===== config.mk =====
export PLATFORM = sky130hd
export DESIGN_NAME = branch_run_controller
export DESIGN_NICKNAME = d
export VERILOG_FILES = /design/src/rtl/branch_run_controller_pkg.sv /design/src/rtl/branch_run_controller_sat_counter.sv /design/src/rtl/branch_run_controller.sv
export SDC_FILE = /design/constraint.sdc
export NUM_CORES = 1
export LEC_CHECK = 0
export ABC_AREA = 1
export CORE_MARGIN = 3
export CORE_UTILIZATION = 50
export DETAILED_ROUTE_END_ITERATION = 12
export DONT_BUFFER_PORTS = 1
export GPL_ROUTABILITY_DRIVEN = 0
export HOLD_SLACK_MARGIN = 0.05
export SETUP_SLACK_MARGIN = 0.2
export SKIP_CTS_REPAIR_TIMING = 1
export SLEW_MARGIN = 20
export SYNTH_ARGS = -nofsm -noshare
export SYNTH_HDL_FRONTEND = slang
export SYNTH_SLANG_ARGS = --single-unit

===== constraint.sdc =====
create_clock -name clk -period 1.7 [get_ports clk]
set_input_delay 0.255 -clock clk [delete_from_list [all_inputs] [get_ports clk]]
set_output_delay 0.255 -clock clk [all_outputs]
set_load 0.02 [all_outputs]

===== src/rtl/branch_run_controller_pkg.sv =====
// Shared opcode constants and FSM state encoding for the run/branch controller
// and the ALU decoder.
package branch_run_controller_pkg;

  localparam logic [3:0] JMP_OP      = 4'hE;
  localparam logic [3:0] JMP_NZ_OP   = 4'hF;
  localparam logic [7:0] HALT_OPCODE = 8'hC7;

  typedef enum logic [1:0] {
    ST_IDLE   = 2'd0,
    ST_RUN    = 2'd1,
    ST_HALTED = 2'd2
  } run_state_t;

endpackage


===== src/rtl/branch_run_controller_sat_counter.sv =====
// Saturating up-counter with synchronous clear; clear wins over increment.
module sat_counter #(
  parameter int W = 16
) (
  input  logic         clk,
  input  logic         clr,
  input  logic         inc,
  output logic [W-1:0] q
);

  logic [W-1:0] q_q, q_d;

  always_comb begin
    q_d = q_q;
    if (clr)
      q_d = '0;
    else if (inc && (q_q != {W{1'b1}}))
      q_d = q_q + 1'b1;
  end

  always_ff @(posedge clk) begin
    q_q <= q_d;
  end

  assign q = q_q;

endmodule


===== src/rtl/branch_run_controller.sv =====
// Run-control FSM, zero flag and branch decode between program ROM and sequencer.
//
// state     | meaning
// ST_IDLE   | sequencer held in reset, waiting for start
// ST_RUN    | sequencer executing, decode and counters active
// ST_HALTED | HALT seen, sequencer held in reset, counters frozen
module branch_run_controller
  import branch_run_controller_pkg::*;
#(
  parameter int CNT_W = 16
) (
  input  logic             clk,
  input  logic             sync_reset,
  input  logic             start,
  input  logic [7:0]       ir,
  input  logic             alu_z,
  input  logic             z_we,
  output logic             ps_sync_reset,
  output logic             jmp,
  output logic             jmp_nz,
  output logic             dont_jmp,
  output logic [3:0]       jmp_addr,
  output logic             running,
  output logic             halted,
  output logic [CNT_W-1:0] instr_cnt,
  output logic [CNT_W-1:0] taken_cnt
);

  run_state_t state_q;
  logic       ps_sync_reset_q;
  logic       running_q;
  logic       halted_q;
  logic       z_q, z_d;
  logic       start_accept;
  logic       taken;

  always_ff @(posedge clk) begin
    if (sync_reset) begin
      state_q         <= ST_IDLE;
      ps_sync_reset_q <= 1'b1;
      running_q       <= 1'b0;
      halted_q        <= 1'b0;
    end else begin
      case (state_q)
        ST_IDLE, ST_HALTED: begin
          if (start) begin
            state_q         <= ST_RUN;
            ps_sync_reset_q <= 1'b0;
            running_q       <= 1'b1;
            halted_q        <= 1'b0;
          end
        end
        ST_RUN: begin
          if (ir == HALT_OPCODE) begin
            state_q         <= ST_HALTED;
            ps_sync_reset_q <= 1'b1;
            running_q       <= 1'b0;
            halted_q        <= 1'b1;
          end
        end
        default: begin
          state_q         <= ST_IDLE;
          ps_sync_reset_q <= 1'b1;
          running_q       <= 1'b0;
          halted_q        <= 1'b0;
        end
      endcase
    end
  end

  // Flag loads in any state; consumers see the old value during the load cycle.
  always_comb begin
    z_d = z_q;
    if (sync_reset)
      z_d = 1'b0;
    else if (z_we)
      z_d = alu_z;
  end

  always_ff @(posedge clk) begin
    z_q <= z_d;
  end

  assign jmp      = running_q && (ir[7:4] == JMP_OP);
  assign jmp_nz   = running_q && (ir[7:4] == JMP_NZ_OP);
  assign jmp_addr = ir[3:0];
  assign dont_jmp = z_q;

  assign start_accept = start && (state_q != ST_RUN);
  assign taken        = jmp || (jmp_nz && !z_q);

  sat_counter #(.W(CNT_W)) u_instr_cnt (
    .clk (clk),
    .clr (sync_reset || start_accept),
    .inc (running_q),
    .q   (instr_cnt)
  );

  sat_counter #(.W(CNT_W)) u_taken_cnt (
    .clk (clk),
    .clr (sync_reset || start_accept),
    .inc (taken),
    .q   (taken_cnt)
  );

  assign ps_sync_reset = ps_sync_reset_q;
  assign running       = running_q;
  assign halted        = halted_q;

endmodule


After elaboration in Yosys (flattened, before gate mapping)
Cells that the tools add are included.
W data, S select, Z words.
Word-level totals
  register bits: 38
  bits of input ports: 13
  output and inout port bits: 42
  word-level logic and storage cells: 41
Operators by class
  add/subtract/negate cells: 2
  equality and inequality tests: 10
  muxes and demuxes: 10
  reductions and logical operators: 12
Operators by type and width (number)
  $add A16 B1 Y16 const B: 2
  $ne A16 B16 Y1 const B: 2
  $eq A4 B4 Y1 const B: 2
  $eq A8 B8 Y1 const B: 1
  $logic_and A1 B1 Y1: 6
  $pmux W1 S2: 3
  $mux W1: 4
  $mux W2: 2
  $ne A2 B2 Y1 const B: 2
  $pmux W2 S2: 1
  $eq A2 B1 Y1 const B: 1
  $eq A2 B2 Y1 const B: 1
  $logic_not A2 Y1: 1
  $logic_or A1 B1 Y1: 2
  $ne A2 B1 Y1 const B: 1
  $reduce_and A2 Y1: 1
  $reduce_or A2 Y1: 1
  $logic_not A1 Y1: 1

Depth between registers and ports, before layout
  depth after elaboration: 5
  mapped depth: 10
  gate-level depth less buffers: 10

Modules after synthesis
From an unflattened synthesis, not the netlist that was laid out.
Second synthesis, totals
  cells, all modules: 344
  area, all modules: 2202.1 um^2
Modules (own cells, without submodules)
  sat_counter: instances 2, cells each 149, area an instance 929.6 um^2, seq. area each 320.3 um^2
  branch_run_controller: instances 1, cells each 46, area an instance 342.8 um^2, seq. area each 100.1 um^2

Worst setup path after synthesis
Ideal clock, no wire load.
  path type: reg2reg
  from: reg u_taken_cnt.q_q[1], in the netlist u_taken_cnt.q[1]
  to: reg u_taken_cnt.q_q[2], in the netlist u_taken_cnt.q[2]
  library setup time: 0.116 ns
  data arrival time: 1.472 ns
  required time: 1.584 ns
  slack: 0.112 ns
  stages on the path, launching flop included: 10
  path buffers: 1
  period minus slack after synthesis: 1.588 ns
  path through: dfxtp_1 ha_1 nand3_2 inv_2 nand2_2 nor2_1 nor2_4 buf_6 nor2_1 nor2_1
On the way
  word-level cells in the longest chain between the ends: 2
  elaborated cells between the ends (all ways): 3
  classes of those cells: add/sub: 1; eq/ne: 1; reduce/logical: 1
RTL lines
  from (decl): line branch_run_controller_sat_counter.sv:11  | logic [W-1:0] q_q, q_d;
  from (signal assigned): line branch_run_controller_sat_counter.sv:22  | q_q <= q_d;
  branches (longest 2 deep; another with $add A16 B1 Y16)
Parallel ways; which one is timed is not known.
A chain may end at the register's enable or synchronous reset.

Worst setup path after layout
  from: reg u_instr_cnt.q_q[1], in the netlist u_instr_cnt.q[1]
  to: reg u_instr_cnt.q_q[3], in the netlist u_instr_cnt.q[3]
On the way
  word-level cells in the longest chain between the ends: 2
  elaborated cells between the ends (all ways): 3
  classes of those cells: add/sub: 1; eq/ne: 1; reduce/logical: 1
RTL lines (line)
  from (decl): branch_run_controller_sat_counter.sv:11
  from (signal assigned): branch_run_controller_sat_counter.sv:22
  branches (longest 2 deep; another with $add A16 B1 Y16)
Parallel ways; which one is timed is not known.

==> results.sh <==
export IMPL_synth_cell_type_count=25
export IMPL_ys_seq_area_frac=0.3216
export IMPL_hold_path_startpoint="sync_reset"
export IMPL_grt_max_degree=18
export IMPL_finalWorstSetupSlack_ns=0.2304
export IMPL_critPathKind="reg -> reg"
export IMPL_n_fill_cell=427
export IMPL_port_buffers=0
export IMPL_fmaxAchievable_ghz=0.6805
export IMPL_crit_required_ns=1.88
export IMPL_slew_viol_final=0
export IMPL_synthTopCellsByArea="dfxtp_1 32%, nand2_1 20%, nor2_1 12%"
export IMPL_synth_area_leader_cell="dfxtp_1"
export IMPL_min_period_ns=1.470
export IMPL_pre_cts_slack_ns=0.1448
export IMPL_leakage_nw=1.303
export IMPL_grt_first_pass_wirelength_um=8687
export IMPL_power_switching_uw=516.9
export IMPL_synth_edf_count=0
export IMPL_detailedRoute_firstIterationViolations=73
export IMPL_hold_ws_ns=0.1163
export IMPL_yosysMostFrequentCell="nand2_1"
export IMPL_grt_usage=0.2016
export IMPL_grt_most_used_layer="met2"
export IMPL_ios=55
export IMPL_grt_overflow_total=0
export IMPL_fp_dieH_um=73.88
export IMPL_status="completed"
export IMPL_multi_input_area_um2=1400
export IMPL_use_met3=0.05335
export IMPL_power_frac_comb=0.126
export IMPL_coreArea_um2=4414
export IMPL_clock_power_share=0.435
export IMPL_vias=2330
export IMPL_startpoint_type="flip-flop"
export IMPL_synth_nets=392
export IMPL_total_power_mw=2.091
export IMPL_reg2reg_from="u_instr_cnt.q[1]$_SDFFE_PP0P_"
export IMPL_max_cap_violations=0
export IMPL_grt_pass1_vias=1935
export IMPL_syn_cell_area_um2=2303
export IMPL_post_route_period_util=0.8645
export IMPL_ys_async_sr_fraction=0
export IMPL_rsz0062_at_grt="yes"
export IMPL_syn_inst=377
export IMPL_cp_max_fo=5
export IMPL_synth_top_area_share=0.3216
export IMPL_yosys_most_used_dff="dfxtp_1"
export IMPL_final_instance_count_excl_fill=476
export IMPL_root_buffer="clkbuf_8"
export IMPL_ant_nets=0
export IMPL_swShare=0.2471
export IMPL_synth_commonest_cells="121 x nand2_1, 73 x nor2_1, 48 x inv_1, 37 x dfxtp_1, 20 x nand3_1"
export IMPL_drc=0
export IMPL_register_area_um2=748.2
export IMPL_use_met2=0.3130
export IMPL_antenna_found_initial=0
export IMPL_drive_gt1_frac=0.2241
export IMPL_wl_per_cell_um=11.53
export IMPL_antenna_cells=0
export IMPL_power_frac_seq=0.439
export IMPL_dr_pass1_iters=5
export IMPL_timing_slew_headroom=0.8125
export IMPL_dp_cells=461
export IMPL_synth_seq_cells=37
export IMPL_p_per_area_nw_per_um2=714.6
export IMPL_startpoint="u_instr_cnt.q[1]$_SDFFE_PP0P_"
export IMPL_setup_tns_ns=0
export IMPL_p_int_mw=1.575
export IMPL_htreeDepth=2
export IMPL_routed_wl_um=5486
export IMPL_nets=438
export IMPL_hold_viol_final=0
export IMPL_ys_warn_count=0
export IMPL_vdd_drop_max_uv=496.1
export IMPL_end_kind="flip-flop"
export IMPL_arrival_ns=1.65
export IMPL_area_growth_pct=27.05
export IMPL_hold_class="in -> reg"
export IMPL_cts_buffers=5
export IMPL_clock_skew_ns=0.008021
export IMPL_avgViaCountPerCell=4.895
export IMPL_place_hpwl_um=4101
export IMPL_tightest_slew_ns=0.2802
export IMPL_num_rows=24
export IMPL_avgSynthCellArea_um2=6.110
export IMPL_setup_viol=0
export IMPL_initial_core_util=0.5218
export IMPL_die_w_um=73.88
export IMPL_tritoncts="done"
export IMPL_clk_latency_ns=0.29
export IMPL_clkTransAtPathRegs_ns=0.07
export IMPL_dieArea_um2=5458
export IMPL_cts_buffer_depth=2
export IMPL_cts_sinks=37
export IMPL_grt_util_met1=0.2718
==> path summary, 6_finish.rpt <==
| check | to | depth (start not counted) | slack (ns) |
|---|---|---|---|
| max reg2reg | u_instr_cnt.q[3]$_SDFFE_PP0P_ | 10 | 0.23 |
| max | u_instr_cnt.q[3]$_SDFFE_PP0P_ | 10 | 0.23 |
| min reg2reg | u_taken_cnt.q[5]$_SDFFE_PP0P_ | 2 | 0.51 |
| min | ps_sync_reset$_SDFFE_PP1P_ | 2 | 0.12 |
==> placed cells by master (no fill, tap or decap), types with 2 or more instances in the layout <==
cell type and instances:
nand2_1 113, bufinv_16 2, nor2_2 5, dfxtp_2 6
a21oi_1 12, nand4_1 7, o21ai_1 4, buf_4 44
dfxtp_1 31, o21ai_0 5, ha_4 2, inv_1 48
clkbuf_8 5, xnor2_1 5, nor2_4 6, xor2_1 8
nor2_1 69, nor3_1 3, nand3b_1 3, nand2_4 5
nand2_2 9, nand3_1 19, buf_6 2, inv_2 2
==> flip-flops by register name (all words and copies together), names as in the netlist <==
signal	count
u_instr_cnt.q	16
u_taken_cnt.q	16
state_q	2
dont_jmp	1
ps_sync_reset	1
running	1
==> kinds of logic after synthesis <==
family | share of synthesized area
simple gates | 0.4476
buf+inv | 0.1195
flops | 0.3216
compound gates | 0.05106
xor+xnor | 0.04943
fa+ha+maj | 0.01086
==> power by group through the flow <==
| stage | sequential [mW] | clock, mW | combinational (mW) |
|---|---|---|---|
| finish | 0.918 | 0.910 | 0.264 |
| global route | 0.922 | 0.969 | 0.297 |
| CTS | 0.915 | 0.929 | 0.239 |
| detailed placement | 0.935 | 0 | 0.238 |
| global placement | 0.935 | 0 | 0.235 |
| floorplan | 0.963 | 0 | 0.157 |
==> worst max-delay path, stage by stage (launching register included) <==
cell	delay (ns)
dfxtp_2	0.36
ha_4	0.15
nand2_4	0.05
nor2_4	0.19
nand2_4	0.10
nor2_4	0.16
nand2_4	0.11
nand2_8	0.12
nand2_2	0.04
nand2_1	0.05
nor2_1	0.03
==> cell type report <==
type                            instances  area share
Sequential cell                        37      0.2557
Clock buffer                            5     0.02351
Timing Repair Buffer                   49      0.1325
Inverter                               51     0.06541
Clock inverter                          3     0.02223
Tap cell                               52     0.02223
Multi-Input combinational cell        279      0.4784
==> per-layer routing <==
layer,vias to the layer above,part of all wire
met5,-,0
met4,0,0.0047
met3,2,0.054
met2,49,0.46
met1,1040,0.48
li1,1239,-
==> stage by stage <==
| stage | cell area [µm²] | utilization |
|---|---|---|
| after global placement | 2613 | 0.5918 |
| after detailed placement | 2613 | 0.5918 |
| after CTS | 2746 | 0.6222 |
| after global routing | 2927 | 0.6630 |
| after floorplan | 2308 | - |
| final | 2927 | 0.6630 |
No activity file was read; power rests on OpenSTA's default activity.
